### src/rtl/lap_stopwatch_if.sv
// Pad-level bundle for the lap stopwatch: raw buttons and mode switch in,
// multiplexed active-low seven-segment display and status LEDs out.
interface lap_stopwatch_if #(
    parameter int unsigned NUM_DIGITS = 4
);
    logic                  start;
    logic                  stop;
    logic                  lap;
    logic                  inc;
    logic                  down;
    logic                  a;
    logic                  b;
    logic                  c;
    logic                  d;
    logic                  e;
    logic                  f;
    logic                  g;
    logic                  dp;
    logic [NUM_DIGITS-1:0] an;
    logic [1:0]            led;

    modport master (
        output start, stop, lap, inc, down,
        input  a, b, c, d, e, f, g, dp, an, led
    );

    modport slave (
        input  start, stop, lap, inc, down,
        output a, b, c, d, e, f, g, dp, an, led
    );
endinterface

### src/rtl/lap_stopwatch.sv
// BCD up/down stopwatch with lap snapshot, edge-detected buttons and a scanned
// common-anode seven-segment display.
module lap_stopwatch #(
    parameter int unsigned NUM_DIGITS = 4,
    parameter int unsigned TICK_DIV   = 1000000,
    parameter int unsigned SCAN_DIV   = 100000,
    parameter int unsigned DP_POS     = 2
) (
    input  logic           clk_i,
    input  logic           rst_ni,
    lap_stopwatch_if.slave pads_io
);
    localparam int unsigned CW = 4 * NUM_DIGITS;
    localparam int unsigned PW = (TICK_DIV > 1) ? $clog2(TICK_DIV) : 1;
    localparam int unsigned SW = (SCAN_DIV > 1) ? $clog2(SCAN_DIV) : 1;
    localparam int unsigned IW = $clog2(NUM_DIGITS);
    localparam logic [PW-1:0] PreMax  = PW'(TICK_DIV - 1);
    localparam logic [SW-1:0] ScanMax = SW'(SCAN_DIV - 1);
    localparam logic [IW-1:0] IdxMax  = IW'(NUM_DIGITS - 1);

    localparam int unsigned BtnStart = 0;
    localparam int unsigned BtnStop  = 1;
    localparam int unsigned BtnLap   = 2;
    localparam int unsigned BtnInc   = 3;

    typedef enum logic [1:0] {StStopped, StRunning, StLap} state_e;

    state_e          state_q, state_d;
    logic [4:0]      btn_raw, sync1_q, sync2_q;
    logic [3:0]      prev_q, pulse, sel;
    logic            down_s;
    logic [CW-1:0]   count_q, count_d, snap_q, snap_d, stepped, shown;
    logic [PW-1:0]   pre_q, pre_d;
    logic [SW-1:0]   scan_q, scan_d;
    logic [IW-1:0]   idx_q, idx_d;
    logic            mode_q, mode_d, ovf_q, ovf_d;
    logic            tick, expired;
    logic [3:0]      digit;
    logic [6:0]      seg;

    function automatic logic [CW-1:0] bcd_inc(input logic [CW-1:0] v);
        logic [CW-1:0] r;
        logic          carry;
        r     = v;
        carry = 1'b1;
        for (int i = 0; i < NUM_DIGITS; i++) begin
            if (carry) begin
                if (r[4*i +: 4] == 4'd9) begin
                    r[4*i +: 4] = 4'd0;
                end else begin
                    r[4*i +: 4] = r[4*i +: 4] + 4'd1;
                    carry       = 1'b0;
                end
            end
        end
        return r;
    endfunction

    function automatic logic [CW-1:0] bcd_dec(input logic [CW-1:0] v);
        logic [CW-1:0] r;
        logic          borrow;
        r      = v;
        borrow = 1'b1;
        for (int i = 0; i < NUM_DIGITS; i++) begin
            if (borrow) begin
                if (r[4*i +: 4] == 4'd0) begin
                    r[4*i +: 4] = 4'd9;
                end else begin
                    r[4*i +: 4] = r[4*i +: 4] - 4'd1;
                    borrow      = 1'b0;
                end
            end
        end
        return r;
    endfunction

    assign btn_raw = {pads_io.down, pads_io.inc, pads_io.lap, pads_io.stop, pads_io.start};
    assign pulse   = sync2_q[3:0] & ~prev_q;
    assign down_s  = sync2_q[4];

    // Only the highest-priority pulse in a cycle survives.
    always_comb begin
        sel = '0;
        if (pulse[BtnStop])       sel[BtnStop]  = 1'b1;
        else if (pulse[BtnStart]) sel[BtnStart] = 1'b1;
        else if (pulse[BtnLap])   sel[BtnLap]   = 1'b1;
        else if (pulse[BtnInc])   sel[BtnInc]   = 1'b1;
    end

    always_comb begin
        state_d = state_q;
        count_d = count_q;
        snap_d  = snap_q;
        pre_d   = pre_q;
        mode_d  = mode_q;
        ovf_d   = ovf_q;
        tick    = 1'b0;
        expired = 1'b0;
        stepped = count_q;

        if (state_q != StStopped) begin
            if (pre_q == PreMax) begin
                pre_d = '0;
                tick  = 1'b1;
            end else begin
                pre_d = pre_q + PW'(1);
            end
        end

        if (tick) begin
            stepped = mode_q ? bcd_dec(count_q) : bcd_inc(count_q);
            count_d = stepped;
            if (stepped == '0) begin
                if (mode_q) expired = 1'b1;
                else        ovf_d   = 1'b1;
            end
        end

        // A down-count reaching zero overrides any button action this cycle.
        if (expired) begin
            state_d = StStopped;
            ovf_d   = 1'b1;
        end else begin
            unique case (state_q)
                StStopped: begin
                    if (sel[BtnStop]) begin
                        count_d = '0;
                        pre_d   = '0;
                        ovf_d   = 1'b0;
                    end else if (sel[BtnStart] && !(down_s && count_q == '0)) begin
                        state_d = StRunning;
                        mode_d  = down_s;
                    end else if (sel[BtnInc]) begin
                        count_d = bcd_inc(count_q);
                    end
                end
                StRunning: begin
                    if (sel[BtnStop]) begin
                        state_d = StStopped;
                    end else if (sel[BtnLap]) begin
                        state_d = StLap;
                        snap_d  = count_q;
                    end
                end
                StLap: begin
                    if (sel[BtnStop])     state_d = StStopped;
                    else if (sel[BtnLap]) state_d = StRunning;
                end
                default: state_d = StStopped;
            endcase
        end
    end

    always_comb begin
        scan_d = scan_q + SW'(1);
        idx_d  = idx_q;
        if (scan_q == ScanMax) begin
            scan_d = '0;
            idx_d  = (idx_q == IdxMax) ? '0 : idx_q + IW'(1);
        end
    end

    always_ff @(posedge clk_i or negedge rst_ni) begin
        if (!rst_ni) begin
            sync1_q <= '0;
            sync2_q <= '0;
            prev_q  <= '0;
            state_q <= StStopped;
            count_q <= '0;
            snap_q  <= '0;
            pre_q   <= '0;
            mode_q  <= 1'b0;
            ovf_q   <= 1'b0;
            scan_q  <= '0;
            idx_q   <= '0;
        end else begin
            sync1_q <= btn_raw;
            sync2_q <= sync1_q;
            prev_q  <= sync2_q[3:0];
            state_q <= state_d;
            count_q <= count_d;
            snap_q  <= snap_d;
            pre_q   <= pre_d;
            mode_q  <= mode_d;
            ovf_q   <= ovf_d;
            scan_q  <= scan_d;
            idx_q   <= idx_d;
        end
    end

    assign shown = (state_q == StLap) ? snap_q : count_q;
    assign digit = shown[{idx_q, 2'b00} +: 4];

    // seg = {a, b, c, d, e, f, g}, active low
    always_comb begin
        case (digit)
            4'd0:    seg = 7'b0000001;
            4'd1:    seg = 7'b1001111;
            4'd2:    seg = 7'b0010010;
            4'd3:    seg = 7'b0000110;
            4'd4:    seg = 7'b1001100;
            4'd5:    seg = 7'b0100100;
            4'd6:    seg = 7'b0100000;
            4'd7:    seg = 7'b0001111;
            4'd8:    seg = 7'b0000000;
            4'd9:    seg = 7'b0000100;
            default: seg = 7'b1111111;
        endcase
    end

    assign {pads_io.a, pads_io.b, pads_io.c, pads_io.d, pads_io.e, pads_io.f, pads_io.g} = seg;
    assign pads_io.an  = ~(NUM_DIGITS'(1) << idx_q);
    assign pads_io.dp  = ~(32'(idx_q) == DP_POS);
    assign pads_io.led = {ovf_q, state_q != StStopped};
endmodule
### src/flat_wrapper.sv
// flat-port wrapper written by rule: the top's interface ports become plain ports
module lap_stopwatch_flat 
#(
    parameter int unsigned NUM_DIGITS = 4,
    parameter int unsigned TICK_DIV   = 1000000,
    parameter int unsigned SCAN_DIV   = 100000,
    parameter int unsigned DP_POS     = 2
)
  (clk_i, rst_ni, pads_io_start, pads_io_stop, pads_io_lap, pads_io_inc, pads_io_down, pads_io_a, pads_io_b, pads_io_c, pads_io_d, pads_io_e, pads_io_f, pads_io_g, pads_io_dp, pads_io_an, pads_io_led);
  lap_stopwatch_if #(.NUM_DIGITS(NUM_DIGITS)) pads_io_i ();
  input  logic clk_i;
  input  logic rst_ni;
  input wire logic [$bits(pads_io_i.start)-1:0] pads_io_start;
  input wire logic [$bits(pads_io_i.stop)-1:0] pads_io_stop;
  input wire logic [$bits(pads_io_i.lap)-1:0] pads_io_lap;
  input wire logic [$bits(pads_io_i.inc)-1:0] pads_io_inc;
  input wire logic [$bits(pads_io_i.down)-1:0] pads_io_down;
  output wire logic [$bits(pads_io_i.a)-1:0] pads_io_a;
  output wire logic [$bits(pads_io_i.b)-1:0] pads_io_b;
  output wire logic [$bits(pads_io_i.c)-1:0] pads_io_c;
  output wire logic [$bits(pads_io_i.d)-1:0] pads_io_d;
  output wire logic [$bits(pads_io_i.e)-1:0] pads_io_e;
  output wire logic [$bits(pads_io_i.f)-1:0] pads_io_f;
  output wire logic [$bits(pads_io_i.g)-1:0] pads_io_g;
  output wire logic [$bits(pads_io_i.dp)-1:0] pads_io_dp;
  output wire logic [$bits(pads_io_i.an)-1:0] pads_io_an;
  output wire logic [$bits(pads_io_i.led)-1:0] pads_io_led;
  assign pads_io_i.start = pads_io_start;
  assign pads_io_i.stop = pads_io_stop;
  assign pads_io_i.lap = pads_io_lap;
  assign pads_io_i.inc = pads_io_inc;
  assign pads_io_i.down = pads_io_down;
  assign pads_io_a = pads_io_i.a;
  assign pads_io_b = pads_io_i.b;
  assign pads_io_c = pads_io_i.c;
  assign pads_io_d = pads_io_i.d;
  assign pads_io_e = pads_io_i.e;
  assign pads_io_f = pads_io_i.f;
  assign pads_io_g = pads_io_i.g;
  assign pads_io_dp = pads_io_i.dp;
  assign pads_io_an = pads_io_i.an;
  assign pads_io_led = pads_io_i.led;
  lap_stopwatch #(.NUM_DIGITS(NUM_DIGITS), .TICK_DIV(TICK_DIV), .SCAN_DIV(SCAN_DIV), .DP_POS(DP_POS)) u_core (.clk_i(clk_i), .rst_ni(rst_ni), .pads_io(pads_io_i));
endmodule
### config.mk
export PLATFORM = sky130hd
export DESIGN_NAME = lap_stopwatch_flat
export DESIGN_NICKNAME = d
export VERILOG_FILES = /design/src/rtl/lap_stopwatch_if.sv /design/src/rtl/lap_stopwatch.sv /design/src/flat_wrapper.sv
export SDC_FILE = /design/constraint.sdc
export NUM_CORES = 1
export LEC_CHECK = 0
export BUFFER_PORTS_ARGS = -buffer_cell sky130_fd_sc_hd__buf_4
export CELL_PAD_IN_SITES_DETAIL_PLACEMENT = 0
export CELL_PAD_IN_SITES_GLOBAL_PLACEMENT = 2
export CORE_ASPECT_RATIO = 1.25
export CORE_UTILIZATION = 40
export DETAILED_ROUTE_END_ITERATION = 8
export GPL_TIMING_DRIVEN = 0
export PLACE_DENSITY_LB_ADDON = 0.1
export SYNTH_ARGS = -nofsm -noshare
export SYNTH_HDL_FRONTEND = slang
export SYNTH_SLANG_ARGS = --single-unit
### constraint.sdc
create_clock -name clk_i -period 4.5 [get_ports clk_i]
set_input_delay 0.9 -clock clk_i [delete_from_list [all_inputs] [get_ports clk_i]]
set_output_delay 0.9 -clock clk_i [all_outputs]
set_load 0.02 [all_outputs]
==> results.md <==
* Status: finished, final reports clean
* Max_slew headroom at 24.7%
* Fin. Hold Viols at 0
* Skew final at 6.64 ps
* Antenna-violating nets left at 0
* I/O pins at 21
* R2R Setup Slk at 550 ps
* Yosys cell types at 70
* Net Sw Frac at 37.0%
* Final min period at 4150 ps
* DP Cell Count at 780
* Clk network pwr share at 31.1%
* Largest stage delay, worst path at 620 ps
* Mapped Area at 5470 sq um
* Post-Route WL at 13500 microns
* Met1 usage in global routing at 25.8%
* Setup TNS at 0 ps
* Grt total ovfl at 0
* Pwr Density at 443 nW/um^2
* Placer Congestion at 0.844
* Design area at 6180 sq um
* Part of the cycle the worst path needs at 92.1%
* Critical Path Fanout Max at 10
* Resize count post-CTS at 2
* CP Launch Point: u_core.state_q[0]
* RSZ-0062 raised after global routing: no
* EDFF count, synth at 0
* Post-CTS setup buffers at 0
* Setup Crit Path Kind: reg -> out
* Class of the worst hold path: reg -> reg
* Dominant synthesized flop cell: dfrtp_1
* Final nets at 639
* Share of layout cells above drive strength 1 at 13.4%
* All-layer global routing usage at 20.3%
* Met2 Use GR at 34.1%
* Routed len/inst at 17.0 microns
* Most frequent cells in the layout: 89 x dfrtp_1, 62 x nor2_1, 53 x nand2_1
* Ys Warns at 0
* Critical Path, Cell by Cell: clkbuf_1, nor2_4, mux4_2, mux2i_2, nor3b_1, a21oi_1, buf_4
* H-tree levels at 3
* Hold path startpoint: u_core.sync1_q[3]
* Crit path max-delay family: multiplexers
* Post-Syn Nets at 608
* Combinational Power Share at 36.1%
* Area Growth Syn to Fin at 13.1%
* Cell Area, Placed at 5830 sq um
* Mapped Cells at 589
* Die height at 133 microns
* Worst-Skew Late Latency at 350 ps
* Sequential fraction of the synthesis area at 40.7%
* Fmax at 0.241 GHz
* Share of Yosys cell area claimed by the top area cell type at 40.7%
* CP Capture Type: output pin
* R2R Path End: u_core.snap_q[11]
* Slowest cell on crit path: nor3b_1
* Critical path depth at 7
* GRT Max-Usage Layer: met2
* Vias at 4425
* Post-DP HPWL at 9740 microns
* Worst reg2reg path depth at 10
* Syn Area/Cell at 9.29 sq um
* Flops & latches, synth at 89
* Synth async-reset ratio at 100%
* Internal power at 1.73 mW
* Crit path DAT at 3250 ps
* Reg2reg start: u_core.count_q[1]
* I/O Buffers at 20
* Cell accounting for the most synthesized area: dfrtp_1
* CTS Buffer Depth at 2
* Total core area at 13300 sq um
* Clock Root Buffer: clkbuf_16
* Number of DRC markers in iteration 0 at 237
* Leak at 2.61 nW
* Ant. Diodes at 0
* Commonest non-fill, non-tap cell in the layout: dfrtp_1
* Max-cap viol count at 0
* First-pass DRT Iterations at 4
* Std-Cell Rows at 47
* CP required at 3600 ps
* Chip width at 107 microns
* Synth area leaders: dfrtp_1 41%, nor2_1 4.3%, o21ai_0 3.7%, nand2_1 3.6%, xor2_1 3.4%
* Worst Tran Pin Value at 1130 ps
* Buffers and inverters on the worst path at 2
* NetSw at 1.01 mW
* Die area at 14100 sq um
* Post-CTS Hold Fix Bufs at 0
* Initial Utilization at 41.2%
* Initial antenna violation count at 0
* CTS Sinks at 89
* Via/cell ratio at 5.56
* Vias in the first global route at 4398
* Final setup violation count at 0
* Largest net degree at the start of global routing at 90
* Worst Setup Start Kind: flop
* Register share of total power at 32.9%
* Non-Filler Instances at 796
* GR met3 Demand/Resource at 3.74%
* Total CTS buffers at 9
* Clock Pin Slew Worst Setup and Hold Paths at 70 ps
* Drt drc at 0
* CTS tree: yes
* Pins Over Slew Limit at 0
* Peak supply drop at 0.000270 V
* Crit path to: pads_io_d
* First-pass GRT wire length at 22400 microns
==> logic make-up after synthesis <==
logic type      count (synthesis)  synth area share [%]
fa+ha+maj                      12                  2.75
xor+xnor                       35                  5.61
mux                            39                  10.1
flops                          89                  40.7
simple gates                  238                  23.3
buf+inv                        62                  4.58
compound gates                114                  13.0
==> metal layers <==
layer	share of wire (%)	wire, microns	vias to the layer above
met5	0	0	-
met4	1.7	237	0
met3	3.8	520	17
met2	50	6740	80
met1	45	6050	2157
li1	-	-	2171
==> power by group through the flow <==
stage	clock network (mW)	registers (mW)	logic, mW
floorplan	0	0.901	0.697
global placement	0	0.915	0.978
detailed placement	0	0.916	0.986
CTS	0.876	0.900	0.991
global route	0.897	0.907	1.10
finish	0.852	0.900	0.988
==> how the worst min path moves through the flow <==
| stage | end | slack, ps | cells after the start |
|---|---|---|---|
| after floorplan | u_core.sync2_q[0] | 330 | 0 |
| final | u_core.sync2_q[3] | 350 | 0 |
| after global routing | u_core.sync2_q[4] | 360 | 0 |
| after detailed placement | u_core.sync2_q[4] | 330 | 0 |
| after global placement | u_core.sync2_q[0] | 330 | 0 |
| after CTS | u_core.sync2_q[4] | 350 | 0 |
==> layout make-up <==
cell class                      count  area (sq um)
Timing Repair Buffer               20           150
Clock buffer                        9           225
Buffer                             37           156
Sequential cell                    89          2230
Tap cell                          171           214
Clock inverter                      7           114
Fill cell                        1321          7110
Inverter                           25          93.8
Multi-Input combinational cell    438          3000
==> synthesized netlist by cell type (all sizes together), types with 2 or more instances <==
cell and instances:
xnor2 14, and3 9, nand4 12, nor4b 3, or2 2, buf 5, a21o 3, mux2i 11
nor3b 3, nand2 53, or3 7, nand4b 3, a211oi 3, ha 12, nor4 6, or4 8
a22o 2, a22oi 3, o22ai 7, nor2b 9, a221oi 2, o41ai 3, mux2 20, a31oi 3
or4b 3, dfrtp 89, nor3 9, clkbuf 32, inv 24, nor2 64, xor2 21, and2 2
o211ai 5, nand3 28, nand4bb 3, o2111ai 2, mux4 8, a21boi 2, o21ai 40, nand2b 9
a21oi 26
==> state kept, by name, indices dropped and copies added (netlist names), 4 cells and up <==
signal	count
u_core.pre_q	20
u_core.scan_q	17
u_core.count_q	16
u_core.snap_q	16
u_core.sync1_q	5
u_core.sync2_q	5
u_core.prev_q	4
==> per-stage QoR <==
step	util, %	power, mW	worst slack [ps]	hold WS (ps)
2_1_floorplan	-	1.60	599	331
3_3_place_gp	43.9	1.89	72.4	332
3_5_place_dp	43.9	1.90	-21.2	335
4_1_cts	46.5	2.77	107	351
5_1_grt	46.5	2.90	71.4	361
6_report	46.5	2.74	354	347
No activity file was read; power rests on OpenSTA's default activity.
